## config.mk

```make
export PLATFORM = sky130hd
export DESIGN_NAME = fm_sweep_wb_master
export DESIGN_NICKNAME = d
export VERILOG_FILES = /design/src/rtl/fm_regs_pkg.sv /design/src/rtl/wb_master_xfer.sv /design/src/rtl/fm_sweep_wb_master.sv
export SDC_FILE = /design/constraint.sdc
export NUM_CORES = 1
export LEC_CHECK = 0
export ABC_AREA = 1
export BUFFER_PORTS_ARGS = -buffer_cell sky130_fd_sc_hd__buf_2
export CELL_PAD_IN_SITES_DETAIL_PLACEMENT = 0
export CELL_PAD_IN_SITES_GLOBAL_PLACEMENT = 2
export CORE_UTILIZATION = 34
export DETAILED_ROUTE_END_ITERATION = 8
export MAX_ROUTING_LAYER = met4
export PLACE_DENSITY_LB_ADDON = 0.1
export SYNTH_ARGS = -nofsm -noshare
export SYNTH_HDL_FRONTEND = slang
export SYNTH_HIERARCHICAL = 1
export SYNTH_SLANG_ARGS = --single-unit
```

## constraint.sdc

```tcl
create_clock -name i_clk -period 4.35 [get_ports i_clk]
set_clock_uncertainty 0.05 [all_clocks]
set_input_delay 0.6525 -clock i_clk [delete_from_list [all_inputs] [get_ports i_clk]]
set_output_delay 0.6525 -clock i_clk [all_outputs]
set_load 0.005 [all_outputs]
```

## src/rtl/fm_regs_pkg.sv

```systemverilog
// Shared definitions for the FM generator register map and the sweep master FSM.
package fm_regs_pkg;

   localparam logic [1:0] ADDR_CARRIER   = 2'd0;
   localparam logic [1:0] ADDR_MOD_FREQ  = 2'd1;
   localparam logic [1:0] ADDR_DEVIATION = 2'd2;

   localparam int unsigned DEFAULT_ACK_TIMEOUT = 15;

   typedef enum logic [2:0] {
      IDLE,
      REQ,
      WAIT_ACK,
      DWELL,
      FINISH,
      RD_REQ,
      RD_WAIT
   } sweep_state_t;

endpackage

```

## src/rtl/wb_master_xfer.sv

```systemverilog
// Single Wishbone pipelined transaction: request, stall hold, ack wait, timeout and
// read-data check. A launch coinciding with an ack chains the next transfer under the same cyc.
module wb_master_xfer #(
   parameter int unsigned ACK_TIMEOUT = 15
) (
   input  logic        i_clk,
   input  logic        i_reset_n,
   input  logic        i_launch,
   input  logic        i_we,
   input  logic [1:0]  i_addr,
   input  logic [31:0] i_wdata,
   output logic        o_done,
   output logic        o_timeout,
   output logic        o_rd_err,
   output logic        o_wb_cyc,
   output logic        o_wb_stb,
   output logic        o_wb_we,
   output logic [1:0]  o_wb_addr,
   output logic [31:0] o_wb_data,
   input  logic        i_wb_ack,
   input  logic        i_wb_stall,
   input  logic [31:0] i_wb_data
);

   localparam int unsigned TW = $clog2(ACK_TIMEOUT + 1);

   logic [TW-1:0] tcnt;

   assign o_done    = o_wb_cyc & i_wb_ack;
   assign o_timeout = o_wb_cyc & ~i_wb_ack & (tcnt == TW'(ACK_TIMEOUT - 1));
   // A read returns the value just written, still held on the data lines.
   assign o_rd_err  = o_done & ~o_wb_we & (i_wb_data != o_wb_data);

   always_ff @(posedge i_clk or negedge i_reset_n) begin
      if (!i_reset_n) begin
         o_wb_cyc  <= 1'b0;
         o_wb_stb  <= 1'b0;
         o_wb_we   <= 1'b0;
         o_wb_addr <= '0;
         o_wb_data <= '0;
         tcnt      <= '0;
      end else if (i_launch) begin
         o_wb_cyc  <= 1'b1;
         o_wb_stb  <= 1'b1;
         o_wb_we   <= i_we;
         o_wb_addr <= i_addr;
         o_wb_data <= i_wdata;
         tcnt      <= '0;
      end else if (o_done || o_timeout) begin
         o_wb_cyc <= 1'b0;
         o_wb_stb <= 1'b0;
      end else if (o_wb_cyc) begin
         if (!i_wb_stall) o_wb_stb <= 1'b0;
         tcnt <= tcnt + 1'b1;
      end
   end

endmodule

```

## src/rtl/fm_sweep_wb_master.sv

```systemverilog
// Autonomous carrier-frequency sweep master for the FM generator Wishbone slave.
// Define FM_SWEEP_READBACK_EN to read back and verify every written value.
module fm_sweep_wb_master
   import fm_regs_pkg::*;
#(
   parameter int unsigned ACK_TIMEOUT  = DEFAULT_ACK_TIMEOUT,
   parameter logic [1:0]  CARRIER_ADDR = ADDR_CARRIER
) (
   input  logic        i_clk,
   input  logic        i_reset_n,
   input  logic        i_start,
   input  logic        i_abort,
   input  logic [31:0] i_start_inc,
   input  logic [31:0] i_step,
   input  logic [15:0] i_num_steps,
   input  logic [23:0] i_dwell,
   output logic        o_busy,
   output logic        o_done,
   output logic        o_err,
   output logic [15:0] o_step_idx,
   output logic        o_wb_cyc,
   output logic        o_wb_stb,
   output logic        o_wb_we,
   output logic [1:0]  o_wb_addr,
   output logic [31:0] o_wb_data,
   input  logic        i_wb_ack,
   input  logic        i_wb_stall,
   input  logic [31:0] i_wb_data
);

`ifdef FM_SWEEP_READBACK_EN
   localparam bit READBACK = 1'b1;
`else
   localparam bit READBACK = 1'b0;
`endif

   sweep_state_t state_q;
   sweep_state_t post_xfer;
   sweep_state_t xfer_next;
   logic [31:0]  value_q;
   logic [31:0]  step_q;
   logic [15:0]  nsteps_q;
   logic [23:0]  dwell_q;
   logic [23:0]  dcnt_q;
   logic         abort_pend;

   logic         launch;
   logic         launch_we;
   logic [31:0]  launch_data;
   logic         xfer_done;
   logic         xfer_timeout;
   logic         xfer_rd_err;
   logic         in_write;
   logic         last_write;
   logic         stop_req;

   assign in_write   = (state_q == REQ) || (state_q == WAIT_ACK);
   assign last_write = (o_step_idx + 16'd1) == nsteps_q;
   assign stop_req   = abort_pend | i_abort;

   // Zero dwell skips DWELL entirely so the next strobe follows the ack directly.
   always_comb begin
      if (stop_req)             post_xfer = FINISH;
      else if (dwell_q != '0)   post_xfer = DWELL;
      else if (last_write)      post_xfer = FINISH;
      else                      post_xfer = REQ;
      xfer_next = (in_write && READBACK && !stop_req) ? RD_REQ : post_xfer;
   end

   always_comb begin
      launch      = 1'b0;
      launch_we   = 1'b1;
      launch_data = value_q;
      unique case (state_q)
         IDLE: begin
            if (i_start && !i_abort && i_num_steps != '0) begin
               launch      = 1'b1;
               launch_data = i_start_inc;
            end
         end
         REQ, WAIT_ACK, RD_REQ, RD_WAIT: begin
            if (xfer_done && xfer_next == RD_REQ) begin
               launch    = 1'b1;
               launch_we = 1'b0;
            end else if (xfer_done && xfer_next == REQ) begin
               launch      = 1'b1;
               launch_data = in_write ? value_q + step_q : value_q;
            end
         end
         DWELL: begin
            if (!i_abort && dcnt_q == 24'd1 && !last_write) launch = 1'b1;
         end
         default: ;
      endcase
   end

   always_ff @(posedge i_clk or negedge i_reset_n) begin
      if (!i_reset_n) begin
         state_q    <= IDLE;
         value_q    <= '0;
         step_q     <= '0;
         nsteps_q   <= '0;
         dwell_q    <= '0;
         dcnt_q     <= '0;
         abort_pend <= 1'b0;
         o_busy     <= 1'b0;
         o_done     <= 1'b0;
         o_err      <= 1'b0;
         o_step_idx <= '0;
      end else begin
         o_done <= 1'b0;
         unique case (state_q)
            IDLE: begin
               if (i_start && !i_abort) begin
                  value_q    <= i_start_inc;
                  step_q     <= i_step;
                  nsteps_q   <= i_num_steps;
                  dwell_q    <= i_dwell;
                  abort_pend <= 1'b0;
                  o_err      <= 1'b0;
                  o_step_idx <= '0;
                  o_busy     <= 1'b1;
                  if (i_num_steps == '0) begin
                     state_q <= FINISH;
                     o_done  <= 1'b1;
                  end else begin
                     state_q <= REQ;
                  end
               end
            end
            REQ, WAIT_ACK, RD_REQ, RD_WAIT: begin
               if (i_abort) abort_pend <= 1'b1;
               if (xfer_done) begin
                  if (in_write)         value_q <= value_q + step_q;
                  else if (xfer_rd_err) o_err   <= 1'b1;
                  state_q <= xfer_next;
                  if (xfer_next == FINISH) o_done     <= 1'b1;
                  if (xfer_next == REQ)    o_step_idx <= o_step_idx + 16'd1;
                  if (xfer_next == DWELL)  dcnt_q     <= dwell_q;
               end else if (xfer_timeout) begin
                  o_err   <= 1'b1;
                  o_done  <= 1'b1;
                  state_q <= FINISH;
               end else if (!i_wb_stall) begin
                  if (state_q == REQ)         state_q <= WAIT_ACK;
                  else if (state_q == RD_REQ) state_q <= RD_WAIT;
               end
            end
            DWELL: begin
               if (i_abort || (dcnt_q == 24'd1 && last_write)) begin
                  o_done  <= 1'b1;
                  state_q <= FINISH;
               end else if (dcnt_q == 24'd1) begin
                  o_step_idx <= o_step_idx + 16'd1;
                  state_q    <= REQ;
               end else begin
                  dcnt_q <= dcnt_q - 24'd1;
               end
            end
            FINISH: begin
               o_busy  <= 1'b0;
               state_q <= IDLE;
            end
            default: state_q <= IDLE;
         endcase
      end
   end

   wb_master_xfer #(
      .ACK_TIMEOUT (ACK_TIMEOUT)
   ) u_xfer (
      .i_clk      (i_clk),
      .i_reset_n  (i_reset_n),
      .i_launch   (launch),
      .i_we       (launch_we),
      .i_addr     (CARRIER_ADDR),
      .i_wdata    (launch_data),
      .o_done     (xfer_done),
      .o_timeout  (xfer_timeout),
      .o_rd_err   (xfer_rd_err),
      .o_wb_cyc   (o_wb_cyc),
      .o_wb_stb   (o_wb_stb),
      .o_wb_we    (o_wb_we),
      .o_wb_addr  (o_wb_addr),
      .o_wb_data  (o_wb_data),
      .i_wb_ack   (i_wb_ack),
      .i_wb_stall (i_wb_stall),
      .i_wb_data  (i_wb_data)
   );

endmodule

```

After elaboration in Yosys (flattened, before gate mapping)
Cells that the tools add are included.

word-level totals
  register bits = 190
  input bits = 142
  output and inout bits = 56
  logic and storage cells = 157

cells by class
  $add $sub $neg = 4
  equality and inequality tests = 30
  multiplexer cells = 65
  bitwise operators = 8
  reduce and logical (&&, ||, !) cells = 34

operator list
  kind                   number
  $mux 32                6
  $pmux 32 s2            2
  $mux 24                4
  $mux 16                5
  $pmux 16 s3            1
  $pmux 24 s2            1
  $mux 3                 12
  $add 32x32->32         1
  $ne 32x32->1           1
  $mux 1                 25
  $eq 24x1->1 const B    1
  $reduce_bool 24->1     1
  $sub 24x1->24 const B  1
  $add 16x1->16 const B  1
  $eq 16x16->1           1
  $logic_not 16->1       1
  $ne 2x2->1 const B     8
  $reduce_bool 16->1     1
  $eq 3x3->1 const B     5
  $mux 4                 3
  $reduce_and 5->1       2
  $reduce_bool 2->1      5
  $eq 3x2->1 const B     3
  $ne 3x3->1 const B     3
  other kinds (23)       47

Longest topological paths before layout
  word-level depth = 12
  mapped depth = 20
  mapped depth without buffers = 19

Cells and area by module
Netlist, hierarchy kept.

modules (own cells, without submodules)
  module              times used  cells each  area each (µm²)  seq. area each (µm²)
  fm_sweep_wb_master  1           1694        11198.2          3778.6
  wb_master_xfer      1           333         2238.4           1026.0

Least setup slack after synthesis
Ideal clock, no wire load.

  kind = register to register
  start = reg o_step_idx[0]
  end = reg u_xfer.tcnt[2]
  library setup time = 0.127 ns
  arrival time = 2.403 ns
  data required time = 4.173 ns
  slack = 1.770 ns
  stages on the path, launching flop included = 19
  path buffers = 2
  period minus slack after synthesis = 2.580 ns
  path through = dfrtp_1 ha_1 nand2_1 nor2_2 nand3_1 nand2_1 nand2_1 nand2_1 inv_1 nand3_1 nor2_4 nand3_2 nand4_1 o211ai_1 buf_2 inv_1 buf_4 nand3_1 o21ai_0

between the ends
  word-level cells in the longest chain between the ends = 12
  elaborated cells on any way between the ends = 19
  classes of those cells = 1 x add/sub; 4 x eq/ne; 8 x mux; 6 x reduce/logical

RTL lines
  what                                                              RTL line                   RTL
  start: declaration                                                fm_sweep_wb_master.sv:20   output logic [15:0] o_step_idx,
  start signal: assignment                                          fm_sweep_wb_master.sv:138  if (xfer_next == REQ) o_step_idx <= o_step_idx + 16'd1;
  start signal: assignment                                          fm_sweep_wb_master.sv:154  o_step_idx <= o_step_idx + 16'd1;
  $add 16x1->16 *                                                   fm_sweep_wb_master.sv:58   assign last_write = (o_step_idx + 16'd1) == nsteps_q;
  $eq 16x16->1 *                                                    fm_sweep_wb_master.sv:58
  $mux 3                                                            fm_sweep_wb_master.sv:65   else if (last_write) post_xfer = FINISH;
  $mux 3                                                            fm_sweep_wb_master.sv:64   else if (dwell_q != '0) post_xfer = DWELL;
  $mux 3                                                            fm_sweep_wb_master.sv:63   if (stop_req) post_xfer = FINISH;
  $eq 3x1->1                                                        fm_sweep_wb_master.sv:85   end else if (xfer_done && xfer_next == REQ) begin
  $logic_and 1x1->1                                                 fm_sweep_wb_master.sv:85
  $mux 1                                                            fm_sweep_wb_master.sv:85
  $mux 1                                                            fm_sweep_wb_master.sv:82   if (xfer_done && xfer_next == RD_REQ) begin
  $pmux 1 s3 *                                                      fm_sweep_wb_master.sv:74   unique case (state_q)
  net launch                                                        fm_sweep_wb_master.sv:47   logic launch;
  $ne 2x2->1 (no source line) or $reduce_bool 2->1 (tied branches)  -
  $reduce_and 2->1 (no source line)                                 -
  end signal: assignment                                            wb_master_xfer.sv:54       tcnt <= tcnt + 1'b1;
  end: declaration                                                  wb_master_xfer.sv:27       logic [TW-1:0] tcnt;

Mark *: on every way through the listed nets, which the timed path passes. The rest lies on a longest branch.
A chain may end at the register's enable or synchronous reset.

Final worst setup path
  start = reg o_step_idx[0]
  end = reg u_xfer.o_wb_data[13]

between the ends
  word-level cells in the longest chain between the ends = 10
  elaborated cells on any way between the ends = 18
  classes of those cells = 1 x add/sub; 3 x eq/ne; 10 x mux; 4 x reduce/logical

RTL lines
  what                    RTL line                  RTL
  $add 16x1->16 *         fm_sweep_wb_master.sv:58
  $eq 16x16->1 *          fm_sweep_wb_master.sv:58
  $mux 3 *                fm_sweep_wb_master.sv:65
  $mux 3 *                fm_sweep_wb_master.sv:64
  $mux 3 *                fm_sweep_wb_master.sv:63
  $eq 3x1->1              fm_sweep_wb_master.sv:85
  $logic_and 1x1->1       fm_sweep_wb_master.sv:85
  $mux 32                 fm_sweep_wb_master.sv:85
  $mux 32 *               fm_sweep_wb_master.sv:82
  $pmux 32 s2 *           fm_sweep_wb_master.sv:74
  net launch_data[13]     fm_sweep_wb_master.sv:49  logic [31:0] launch_data;
  end signal: assignment  wb_master_xfer.sv:47      o_wb_data <= i_wdata;
  end: declaration        wb_master_xfer.sv:19      output logic [31:0] o_wb_data,

Marks and branches as above.

==> results.yml <==
clock_network:
  cts_buffer_depth: 2
  htreeDepth: 4
  clock_sinks: 192
  clk-insertion-delay-late_ns: 0.50
  cts_inserted_buffers: 17
  root_buffer: "clkbuf_16"
  cts-hold-fix-buffers: 0
  path_clk_slew_ns: 0.07
  ctsResizeCount: 0
  cts_tree: "yes"
  cts_setup_buffers: 0
synthesis:
  ys_seq_area_share_pct: 35.8
  ys_top_cells_by_area: "dfrtp_1, nand2_1, o21ai_0"
  yosys.area.top_type_share_pct: 35.8
  async_flop_share_pct: 100
  synth.distinct_cells: 58
  yosysTopAreaCell: "dfrtp_1"
  syn_inst: 2027
  ys_dominant_reg_cell: "dfrtp_1"
  netlist_area_um2: 13400
  ys_ff_latch: 192
  synth_edf_count: 0
  yosys_warnings: 6
  syn_avg_cell_area_um2: 6.63
floorplan:
  core_um2: 38800
  dieHeight_um: 201
  rows: 72
  design.die.area_um2: 40300
  initial_utilization_pct: 34.6
  die_x_um: 201
  io_pins: 198
finish:
  multi_input_area_um2: 7510
  final_util_pct: 40.0
  fillCellCount: 4255
  seqCellArea_um2: 4800
  area_delta_synth_final_pct: 15.5
  post_route_cells_drive_above_1_share_pct: 13.5
  final_nets: 2367
grt:
  first_global_vias: 13164
  antenna_found_initial: 1
  grt.total_usage_pct: 25.0
  grt_remaining_overflow: 0
  grt_pass1_wl_um: 74900
  grt_start_max_net_pins: 87
place:
  io_buffers: 197
  hpwl_um: 36000
  place_congestion: 0.870
sta:
  fmax_mhz: 299
  report.final.slew_viol_count: 0
  setup_viol: 0
  fin_crit_sh_pct: 77.0
  slew-limit-headroom_pct: 36.2
  fin_tns_setup_ns: 0
  worstMarginPinSlew_ns: 0.956
  min_period_ns: 3.35
  rsz0062_at_grt: "no"
  hold_viol: 0
pwr:
  ir_drop_mv: 0.461
  leakage_nw: 7.91
  powerDensity_nw_per_um2: 796
worst_setup_path:
  worstSetupStartpointType: "register"
  arrival_ns: 3.71
  crit_fanout: 26
  max_stage_delay_ns: 0.68
  critPathSlowestCell: "nor2_4"
  path_class: "reg2reg"
  crit_chain: "ha_1 > nand2_1 > nor2_2 > nand3_1 > nand2_1 > nand2_1 > nand2_1 > nand2_1 > nand2_1 > nor2_4 > nand4_1 > nand3_1 > nor2_4 > nand3_1 > nand3_1 > nand2_1 > o21ai_0"
  crit_top_cell: "nand2_1"
  required_ns: 4.71
  endpoint_kind: "register"
status:
  outcome: "finished clean"
route:
  ant_nets: 0
  via_per_inst: 5.01
  routed-via-count: 13639
  initialDrtViolationCount: 867
  routedWlPerCell_um: 17.7
  drc: 0
  first_pass_iters: 7
  wirelength_um: 48200
flow_run:
  max_cap_viol_count: 0
hold_path:
  hold_path.class: "in2async"
[synthesized netlist by cell type, types with 4 or more instances]
cell type	count
buf_6	6
ha_1	36
xor2_1	17
a21oi_1	68
inv_2	4
nand4_1	17
o21ai_1	17
nor2_1	169
xnor2_1	14
dfrtp_1	192
nand2_2	4
or2_2	9
a21o_1	7
nor2_2	6
nor4_1	12
inv_1	205
o211ai_1	7
clkbuf_1	53
buf_2	7
o21ai_0	240
nand3_1	149
buf_4	5
nor3_1	11
nor2_4	7
o22ai_1	20
nand2_1	687
nand3b_1	9
o21bai_1	4
[routing by layer]
metal,part of all wire [%],GRT usage (%)
met1,44,30.3
met2,50,42.1
met3,3.7,3.36
met4,2.9,9.65
met5,0,-
[registers in the layout, summed over array words and instances, names as in the netlist]
register,cells
nsteps_q,16
u_xfer/o_wb_stb,1
o_step_idx,16
o_err,1
u_xfer/o_wb_we,1
value_q,32
state_q,3
o_done,1
o_busy,1
dwell_q,24
u_xfer/o_wb_addr,2
dcnt_q,24
abort_pend,1
u_xfer/o_wb_cyc,1
step_q,32
u_xfer/tcnt,4
u_xfer/o_wb_data,32
[placed cells by master, fill, tap and decap left out, types with 8 or more instances in the layout]
| cell | count |
|---|---|
| or2_2 | 9 |
| a21oi_1 | 67 |
| nand3_1 | 149 |
| nand2_1 | 687 |
| clkbuf_16 | 17 |
| xor2_1 | 17 |
| inv_1 | 205 |
| nor2_4 | 8 |
| o21ai_1 | 17 |
| nor3_1 | 11 |
| nand3b_1 | 9 |
| buf_2 | 196 |
| o21ai_0 | 240 |
| nand4_1 | 17 |
| dfrtp_1 | 192 |
| xnor2_1 | 14 |
| buf_4 | 16 |
| ha_1 | 36 |
| nor2_2 | 8 |
| nor4_1 | 12 |
| nor2_1 | 166 |
| o22ai_1 | 20 |
[area by class of cell]
type / instances / area share [%]
repair buffers: 214 / 7.31
clock inverters: 13 / 1.12
well taps: 518 / 4.18
diodes: 1 / 0.0161
clock buffers: 19 / 2.85
flip-flops and latches: 192 / 31.0
multi-input cells: 1551 / 48.4
inverters: 212 / 5.15
[logic make-up after synthesis]
kind of cell / after synthesis / share of synthesized area (%)
compound gates: 384 / 15.4
xor+xnor: 32 / 2.20
fa+ha+maj: 37 / 3.50
buf+inv: 285 / 8.53
flops: 192 / 35.8
mux: 3 / 0.223
other cells: 2 / 0.0559
simple gates: 1092 / 34.3
[power by group]
part	internal (mW)	leakage, nW	switching, mW
clock	0.933	0.303	0.807
combinational	2.41	5.19	4.81
sequential	2.58	2.41	0.812
total	5.92	7.91	6.43
[final timing paths]
| kind | from | slack, ns | cells past startpoint | to |
|---|---|---|---|---|
| max | o_step_idx[0]$_DFFE_PN0P_ | 1.00 | 17 | u_xfer/o_wb_data[13]$_DFFE_PN0P_ |
| min | i_reset_n | 0.11 | 1 | u_xfer/o_wb_data[22]$_DFFE_PN0P_ |
| max reg2reg | o_step_idx[0]$_DFFE_PN0P_ | 1.00 | 17 | u_xfer/o_wb_data[13]$_DFFE_PN0P_ |
| min reg2reg | u_xfer/o_wb_addr[1]$_DFFE_PN0P_ | 0.44 | 2 | u_xfer/o_wb_addr[1]$_DFFE_PN0P_ |
| max in group asynchronous | i_reset_n | 3.15 | 2 | step_q[11]$_DFFE_PN0P_ |
| min in group i_clk | i_dwell[4] | 0.30 | 3 | dwell_q[4]$_DFFE_PN0P_ |
[per-stage QoR]
stage	area (um^2)	power, mW	hold slack (ns)	cells	worst slack [ns]
finish	15500	12.4	0.109	2720	1.00
global route	15500	13.6	0.147	2720	0.626
CTS	15500	12.5	0.123	2719	0.920
detailed placement	14900	10.7	0.421	2687	0.931
global placement	14900	10.7	0.415	2687	0.931
floorplan	13400	8.32	0.307	2028	1.77
[worst max-delay path, delay by kind of cell, from the launching register on]
kind / cells / cell delay (ns)
AOI/OAI and AO/OA: 1 / 0.10
adders and majority gates: 1 / 0.26
DFF: 1 / 0.53
and+or+nand+nor: 15 / 2.28
No activity file was read; power rests on OpenSTA's default activity.
